## src/rtl/eth_rx_tpc_if.sv

```systemverilog
// eth_rx_tpc_if: stream and status bundle of the RX test pattern checker.
//   Eth_Byte_Rx/Eth_Byte_Valid_Rx : received byte stream (source -> checker)
//   Cnt_Clr                       : clear of counters and first-error capture
//   Pkt_Pass/Pkt_Fail             : one-cycle per-packet verdict pulses
//   Pkt_Cnt/Err_Cnt               : saturating packet / failed-packet counters
//   Err_Seen/Err_Idx/Err_Exp/Err_Got : first-error capture for debug
// master = stream source / status consumer, slave = checker.
interface eth_rx_tpc_if #(
  parameter int CNT_W = 16
);
  logic [7:0]       Eth_Byte_Rx;
  logic             Eth_Byte_Valid_Rx;
  logic             Cnt_Clr;
  logic             Pkt_Pass;
  logic             Pkt_Fail;
  logic [CNT_W-1:0] Pkt_Cnt;
  logic [CNT_W-1:0] Err_Cnt;
  logic             Err_Seen;
  logic [7:0]       Err_Idx;
  logic [7:0]       Err_Exp;
  logic [7:0]       Err_Got;

  modport master (
    output Eth_Byte_Rx, Eth_Byte_Valid_Rx, Cnt_Clr,
    input  Pkt_Pass, Pkt_Fail, Pkt_Cnt, Err_Cnt, Err_Seen, Err_Idx, Err_Exp, Err_Got
  );

  modport slave (
    input  Eth_Byte_Rx, Eth_Byte_Valid_Rx, Cnt_Clr,
    output Pkt_Pass, Pkt_Fail, Pkt_Cnt, Err_Cnt, Err_Seen, Err_Idx, Err_Exp, Err_Got
  );
endinterface

```

## src/rtl/eth_rx_tpc.sv

```systemverilog
// eth_rx_tpc: receive-side test pattern checker. Each packet (contiguous run of
// valid-high bytes) must be exactly 1,2,...,MAX_CNT. Reports a pass/fail pulse one
// cycle after the first valid-low cycle, saturating counters and a first-error
// capture.
// Ports:
//   Clk  : system clock
//   Rst  : synchronous active-high reset
//   bus  : eth_rx_tpc_if slave (byte stream in, clear in, verdict/status out)
//
// state  | meaning
// IDLE   | waiting for the first byte of a packet
// CHECK  | inside a packet, comparing each byte with the expected pattern
// REPORT | verdict pulse cycle; a valid byte here starts the next packet
module eth_rx_tpc #(
  parameter int MAX_CNT = 100,
  parameter int CNT_W   = 16
) (
  input  logic        Clk,
  input  logic        Rst,
  eth_rx_tpc_if.slave bus
);

  typedef enum logic [1:0] {IDLE, CHECK, REPORT} state_t;

  localparam logic [8:0] LEN_MAX = 9'(MAX_CNT);

  state_t           state_q, state_d;
  logic [7:0]       exp_q, exp_d;
  logic [8:0]       len_q, len_d;
  logic             bad_q, bad_d;
  logic             pass_q, pass_d;
  logic             fail_q, fail_d;
  logic [CNT_W-1:0] pkt_cnt_q, err_cnt_q;
  logic             err_seen_q;
  logic [7:0]       err_idx_q, err_exp_q, err_got_q;

  logic             end_pkt;
  logic             cap;
  logic [7:0]       cap_idx, cap_exp, cap_got;
  logic             too_long, mism;
  logic [8:0]       len_inc;

  always_comb begin
    state_d  = state_q;
    exp_d    = exp_q;
    len_d    = len_q;
    bad_d    = bad_q;
    pass_d   = 1'b0;
    fail_d   = 1'b0;
    end_pkt  = 1'b0;
    cap      = 1'b0;
    cap_idx  = 8'd0;
    cap_exp  = 8'd0;
    cap_got  = bus.Eth_Byte_Rx;
    too_long = (len_q >= LEN_MAX);
    mism     = (bus.Eth_Byte_Rx != exp_q);
    len_inc  = len_q + 9'd1;

    unique case (state_q)
      IDLE, REPORT: begin
        // Per-packet state restarts here; a byte in REPORT is byte 1 of the next packet.
        exp_d   = 8'd1;
        len_d   = 9'd0;
        bad_d   = 1'b0;
        state_d = IDLE;
        if (bus.Eth_Byte_Valid_Rx) begin
          exp_d   = 8'd2;
          len_d   = 9'd1;
          bad_d   = (bus.Eth_Byte_Rx != 8'd1);
          cap     = (bus.Eth_Byte_Rx != 8'd1);
          cap_idx = 8'd1;
          cap_exp = 8'd1;
          state_d = CHECK;
        end
      end
      CHECK: begin
        if (bus.Eth_Byte_Valid_Rx) begin
          exp_d   = exp_q + 8'd1;
          len_d   = (len_q == 9'h1FF) ? len_q : len_inc;
          cap     = too_long | mism;
          cap_idx = len_inc[7:0];
          // A too-long byte has no expected value, so it is captured as 0.
          cap_exp = too_long ? 8'd0 : exp_q;
          if (too_long || mism) bad_d = 1'b1;
        end else begin
          end_pkt = 1'b1;
          pass_d  = !bad_q && (len_q == LEN_MAX);
          fail_d  = !pass_d;
          state_d = REPORT;
        end
      end
      default: state_d = IDLE;
    endcase
  end

  always_ff @(posedge Clk) begin
    if (Rst) begin
      state_q    <= IDLE;
      exp_q      <= 8'd1;
      len_q      <= 9'd0;
      bad_q      <= 1'b0;
      pass_q     <= 1'b0;
      fail_q     <= 1'b0;
      pkt_cnt_q  <= '0;
      err_cnt_q  <= '0;
      err_seen_q <= 1'b0;
      err_idx_q  <= 8'd0;
      err_exp_q  <= 8'd0;
      err_got_q  <= 8'd0;
    end else begin
      state_q <= state_d;
      exp_q   <= exp_d;
      len_q   <= len_d;
      bad_q   <= bad_d;
      pass_q  <= pass_d;
      fail_q  <= fail_d;
      // Clear takes priority: an event coinciding with it is dropped.
      if (bus.Cnt_Clr) begin
        pkt_cnt_q  <= '0;
        err_cnt_q  <= '0;
        err_seen_q <= 1'b0;
        err_idx_q  <= 8'd0;
        err_exp_q  <= 8'd0;
        err_got_q  <= 8'd0;
      end else begin
        if (end_pkt && pkt_cnt_q != '1) pkt_cnt_q <= pkt_cnt_q + CNT_W'(1);
        if (fail_d) begin
          err_seen_q <= 1'b1;
          if (err_cnt_q != '1) err_cnt_q <= err_cnt_q + CNT_W'(1);
        end
        // Err_Idx of 0 means nothing captured yet since reset/clear.
        if (cap && err_idx_q == 8'd0) begin
          err_idx_q <= cap_idx;
          err_exp_q <= cap_exp;
          err_got_q <= cap_got;
        end
      end
    end
  end

  assign bus.Pkt_Pass = pass_q;
  assign bus.Pkt_Fail = fail_q;
  assign bus.Pkt_Cnt  = pkt_cnt_q;
  assign bus.Err_Cnt  = err_cnt_q;
  assign bus.Err_Seen = err_seen_q;
  assign bus.Err_Idx  = err_idx_q;
  assign bus.Err_Exp  = err_exp_q;
  assign bus.Err_Got  = err_got_q;

endmodule

```

## src/flat_wrapper.sv

```systemverilog
// flat-port wrapper written by rule: the top's interface ports become plain ports
module eth_rx_tpc_flat 
#(
  parameter int MAX_CNT = 100,
  parameter int CNT_W   = 16
)
  (Clk, Rst, bus_Eth_Byte_Rx, bus_Eth_Byte_Valid_Rx, bus_Cnt_Clr, bus_Pkt_Pass, bus_Pkt_Fail, bus_Pkt_Cnt, bus_Err_Cnt, bus_Err_Seen, bus_Err_Idx, bus_Err_Exp, bus_Err_Got);
  eth_rx_tpc_if #(.CNT_W(CNT_W)) bus_i ();
  input  logic Clk;
  input  logic Rst;
  input wire logic [$bits(bus_i.Eth_Byte_Rx)-1:0] bus_Eth_Byte_Rx;
  input wire logic [$bits(bus_i.Eth_Byte_Valid_Rx)-1:0] bus_Eth_Byte_Valid_Rx;
  input wire logic [$bits(bus_i.Cnt_Clr)-1:0] bus_Cnt_Clr;
  output wire logic [$bits(bus_i.Pkt_Pass)-1:0] bus_Pkt_Pass;
  output wire logic [$bits(bus_i.Pkt_Fail)-1:0] bus_Pkt_Fail;
  output wire logic [$bits(bus_i.Pkt_Cnt)-1:0] bus_Pkt_Cnt;
  output wire logic [$bits(bus_i.Err_Cnt)-1:0] bus_Err_Cnt;
  output wire logic [$bits(bus_i.Err_Seen)-1:0] bus_Err_Seen;
  output wire logic [$bits(bus_i.Err_Idx)-1:0] bus_Err_Idx;
  output wire logic [$bits(bus_i.Err_Exp)-1:0] bus_Err_Exp;
  output wire logic [$bits(bus_i.Err_Got)-1:0] bus_Err_Got;
  assign bus_i.Eth_Byte_Rx = bus_Eth_Byte_Rx;
  assign bus_i.Eth_Byte_Valid_Rx = bus_Eth_Byte_Valid_Rx;
  assign bus_i.Cnt_Clr = bus_Cnt_Clr;
  assign bus_Pkt_Pass = bus_i.Pkt_Pass;
  assign bus_Pkt_Fail = bus_i.Pkt_Fail;
  assign bus_Pkt_Cnt = bus_i.Pkt_Cnt;
  assign bus_Err_Cnt = bus_i.Err_Cnt;
  assign bus_Err_Seen = bus_i.Err_Seen;
  assign bus_Err_Idx = bus_i.Err_Idx;
  assign bus_Err_Exp = bus_i.Err_Exp;
  assign bus_Err_Got = bus_i.Err_Got;
  eth_rx_tpc #(.MAX_CNT(MAX_CNT), .CNT_W(CNT_W)) u_core (.Clk(Clk), .Rst(Rst), .bus(bus_i));
endmodule
```

## config.mk

```make
export PLATFORM = sky130hd
export DESIGN_NAME = eth_rx_tpc_flat
export DESIGN_NICKNAME = d
export VERILOG_FILES = /design/src/rtl/eth_rx_tpc_if.sv /design/src/rtl/eth_rx_tpc.sv /design/src/flat_wrapper.sv
export SDC_FILE = /design/constraint.sdc
export NUM_CORES = 1
export LEC_CHECK = 0
export CAP_MARGIN = 20
export CELL_PAD_IN_SITES_DETAIL_PLACEMENT = 0
export CELL_PAD_IN_SITES_GLOBAL_PLACEMENT = 1
export CORE_UTILIZATION = 40
export CTS_BUF_LIST = sky130_fd_sc_hd__clkbuf_4 sky130_fd_sc_hd__clkbuf_8 sky130_fd_sc_hd__clkbuf_16
export DETAILED_ROUTE_END_ITERATION = 10
export PLACE_DENSITY_LB_ADDON = 0.08
export SLEW_MARGIN = 15
export SYNTH_ARGS = -nofsm -noshare
export SYNTH_HDL_FRONTEND = slang
export SYNTH_SLANG_ARGS = --single-unit
export TNS_END_PERCENT = 100
```

## constraint.sdc

```tcl
create_clock -name Clk -period 6.41 [get_ports Clk]
set_input_delay 1.282 -clock Clk [delete_from_list [all_inputs] [get_ports Clk]]
set_output_delay 1.282 -clock Clk [all_outputs]
set_load 0.1 [all_outputs]
```

==> impl_summary.log <==
[metrics] DR DRC count: 7
[metrics] final-layout setup total negative slack: 0 ns
[metrics] FF-to-FF setup slack: 3.97 ns
[metrics] post-cts hold buffer count: 0
[metrics] area share of the leading cell type in the synthesized netlist: between 40% and 50%
[metrics] overall overflow remaining after global route: 0
[metrics] top area cells in the synthesized netlist: dfxtp_1, xor2_1, nand2_1
[metrics] total setup violations reported at the end of the flow: 0
[metrics] number of sinks handled by clock tree synthesis: 79
[metrics] vias per std cell: approximately 5.4
[metrics] launch instance of the worst min-delay path: u_core.bus.Err_Got[4]
[metrics] pwr/cell area: ~210 mW/mm2
[metrics] synthesis-to-finish area growth: 27.26%
[metrics] WP data arrival: 3.68 ns
[metrics] Hold Violations, Final: 0
[metrics] Synthesized Nets: around 450
[metrics] final HPWL from detailed placement: roughly 6300 um
[metrics] final estimated routing congestion in global placement: just over 0.8
[metrics] routed length on met3: about 420 um
[metrics] CP max stage delay: approximately 0.62 ns
[metrics] portion of the post-synthesis area used by sequential elements: between 40% and 50%
[metrics] cell chosen for the clock root: clkbuf_8
[metrics] highest ir drop seen on vdd: about 0.10 mV
[metrics] number of buffer cells added on primary ports: 70
[metrics] Max Fanout on Critical Path: 11
[metrics] combined buffer and inverter count along the critical path: 1
[metrics] asr flop ratio synth: 0%
[metrics] most common flop cell mapped by yosys: dfxtp_1
[metrics] die height: between 90 and 100 um
[metrics] Net Sw Power: approximately 0.24 mW
[metrics] share of cells above drive strength 1: roughly 4.8%
[metrics] full die area: 0.009683 mm2
[metrics] share of total power in sequential cells: between 40% and 50%
[metrics] total global routing track utilization: roughly a fifth
[metrics] FF+latch count, synth: 79
[metrics] Clock Path Buffers: 2
[metrics] CTS tree: done
[metrics] synthesized area divided by synthesized cell count: approximately 8.6 um2
[metrics] required time of the worst setup path: 6.68 ns
[metrics] cell accounting for the most synthesized area: dfxtp_1
[metrics] worst hold path type: flip-flop to flip-flop
[metrics] total length of routed wires: a little under 9000 um
[metrics] violations in the final reports: DRC
[metrics] number of clock buffers inserted by TritonCTS: 9
[metrics] number of buffers added for setup after CTS: 0
[metrics] Initial Utilization: between 40% and 50%
[metrics] time the worst path needs with I/O delays and setup: between 3 and 4 ns
[metrics] total internal power: around 0.77 mW
[metrics] max-capacitance violation count: 0
[metrics] maximum number of pins on one net before global-route repair: 38
[metrics] drt wl/cell: 14.42 um
[metrics] actual slew at the worst max-slew pin: approximately 0.99 ns
[metrics] Layout Nets: 514
[metrics] Setup crit start kind: input port
[metrics] vias post-DR: between 3000 and 4000
[metrics] Syn. warnings: 0
[metrics] number of antenna violations at the first check in global routing: 0
[metrics] critical-path cell with the highest stage delay: clkdlybuf4s50_1
[metrics] number of flops mapped to enable cells by yosys: 0
[metrics] final clock period utilization by the worst path: 53.19%
[metrics] endpoint of the most critical register-to-register path: u_core.bus.Err_Cnt[13]
[metrics] Critical Path Sink Type: flip-flop
[metrics] number of diodes added for antenna fixing: 0
[metrics] unrepaired setup endpoints after global routing: false
[metrics] clock network latency to the later pin of the worst-skew pair: approximately 0.34 ns
[metrics] first-pass GRT wire length: about 15000 um
[metrics] worst r2r src: u_core.state_q[0]
[metrics] worst-case reg-to-reg path depth: 5
[metrics] Highest Clock Rate: just under 300 MHz
[metrics] cell breakdown of the critical path: clkdlybuf4s50_1, or3b_1, a41oi_4, o211ai_2, or3_1, a21oi_1
[metrics] number of distinct standard cells referenced by the synthesized netlist: 49
[metrics] total standard cell area after synthesis: about 0.0037 mm2
[metrics] Slew Limit Headroom: around a third
[metrics] switching share of power: about a quarter
[metrics] wire length on met2: about 3700 um
[metrics] IO Count: 71
[metrics] met1 wire length: around 4500 um
[metrics] Setup CP Type: input port to flip-flop
[metrics] post-route standard cell area excluding fillers: 0.004731 mm2
[metrics] vias in the first global route: just over 3000
[metrics] Row Count: 34
[metrics] WHS Path Cells: 2
[metrics] DP Area: between 0.004 and 0.005 mm2
[metrics] final core area utilization: a little over half
[metrics] cells resized by post-CTS repair: 0
[metrics] number of nets still failing antenna checks after routing: 0
[metrics] Post-Route Skew: around 0.01 ns
[metrics] outcome: finished, violations left
[metrics] pins over their slew limit: 0
[metrics] Hold Path End: u_core.bus.Err_Got[4]
[metrics] number of instances in the synthesized netlist: 433
[metrics] highest metal layer with signal wires: met4
[metrics] Initial DRC Count: 140
[metrics] relative contribution of combinational cells to total power: 8.6%
[metrics] total power after layout: 1.010 mW
[metrics] Die Wd: a little under 100 um
[metrics] CTS clk-pin slew, worst paths: 0.08 ns
[metrics] proportion of power drawn by the clock network: 41.6%
[metrics] Largest delay share family, worst path: simple AND/OR/NAND/NOR gates
[metrics] drt first pass iters: 7
[metrics] leakage power summed over all cells: about 1.7 nW
[metrics] Core Box Area: between 0.008 and 0.009 mm2
[metrics] H-Tree Depth: 3
==> layout by cell type, fill, tap and decap left out, types with 2 or more instances in the layout <==
master,Yosys,routed
clkbuf_8,0,11
nor4_1,7,7
and4_1,4,4
a31oi_1,3,3
xor2_1,34,34
nand2b_1,2,2
nand2_1,62,62
nor3_1,9,9
nand3b_1,3,3
o21ai_1,3,3
nor2b_1,2,2
mux2i_1,17,17
and3b_1,2,2
o21ai_0,13,13
ha_1,6,6
clkbuf_4,0,2
bufinv_16,0,2
or3_1,6,6
and3_1,13,13
dfxtp_1,79,79
or4_1,3,3
nand3_1,17,17
o211ai_1,4,4
o31ai_1,6,6
nor2_1,48,47
clkdlybuf4s50_1,0,70
and2_1,4,4
nand4_1,14,14
inv_1,5,5
o211ai_2,2,2
xnor2_1,9,9
nor3b_1,3,3
a21oi_1,13,13
a32oi_1,4,4
==> worst max-delay path by stage <==
stage,slack (ns),endpoint,depth (start not counted),startpoint
final,3.00,u_core.bus.Err_Cnt[13],6,bus_Eth_Byte_Valid_Rx
after CTS,2.74,u_core.bus.Err_Idx[2],6,bus_Eth_Byte_Valid_Rx
after floorplan,3.59,u_core.bus.Err_Cnt[5],6,bus_Eth_Byte_Valid_Rx
after global routing,2.87,u_core.bus.Err_Cnt[5],6,bus_Eth_Byte_Valid_Rx
after detailed placement,2.38,u_core.bus.Err_Idx[2],6,bus_Eth_Byte_Valid_Rx
after global placement,2.48,u_core.bus.Err_Got[2],6,bus_Eth_Byte_Rx[4]
==> worst reg2reg max path, cell delays in order, from the launching register on <==
cell	delay (ns)
dfxtp_1	0.64
or3b_1	0.52
a41oi_4	0.43
o211ai_2	0.26
or3_1	0.39
a21oi_1	0.13
==> through the flow <==
stage          setup WS (ns)  hold WS (ns)  instances
6_report               3.000        0.4580        609
5_1_grt                2.865        0.4750        609
4_1_cts                2.739        0.4612        608
3_5_place_dp           2.377        0.4506        592
3_3_place_gp           2.477        0.4461        592
2_1_floorplan          3.588        0.4615        433
==> sequential cells by signal (all words and copies together), names as in the netlist, 2 cells and up <==
register	cells
u_core.exp_q	8
u_core.bus.Err_Idx	8
u_core.bus.Pkt_Cnt	16
u_core.bus.Err_Exp	8
u_core.bus.Err_Cnt	16
u_core.len_q	9
u_core.bus.Err_Got	8
u_core.state_q	2
==> synthesized netlist by cell type (all sizes together) (7+ instances only) <==
master,count
a21oi,13
and3,13
clkbuf,16
dfxtp,79
mux2i,17
nand2,62
nand3,17
nand4,14
nor2,48
nor3,9
nor4,7
o21ai,17
xnor2,9
xor2,34
==> cell families (layout without fill, tap and decap cells) <==
logic type	Yosys count	count (layout)	synth area share, %
adder cells (fa/ha/maj)	6	6	2.019
AND/OR/NAND/NOR	205	205	27.26
AO/OA/AOI/OAI	58	58	10.84
flip-flops	79	79	42.54
XOR/XNOR	43	43	10.13
multiplexers	17	17	4.577
buffers and inverters	25	93	2.625
==> routing by layer <==
metal	global-route usage, %	vias to the layer above
li1	-	1660
met1	27.03	1517
met2	29.41	73
met3	3.150	11
met4	7.807	0
met5	0	-
==> cell type report <==
cell class | instances | area, um2
fill | 861 | 4118
multi-input combinational | 329 | 2041
sequential | 79 | 1582
timing repair buffer | 72 | 723.2
clock buffer | 13 | 166.4
tap | 108 | 135.1
clock inverter | 3 | 65.06
inverter | 5 | 18.77
==> power by group through the flow <==
stage               combinational (mW)  clock [mW]  sequential [mW]
detailed placement              0.0868           0            0.514
finish                          0.0873       0.420            0.503
global placement                0.0863           0            0.514
global route                    0.0939       0.458            0.504
floorplan                       0.0395           0            0.535
CTS                             0.0869       0.436            0.503
Power figures use the tool's default switching activity.
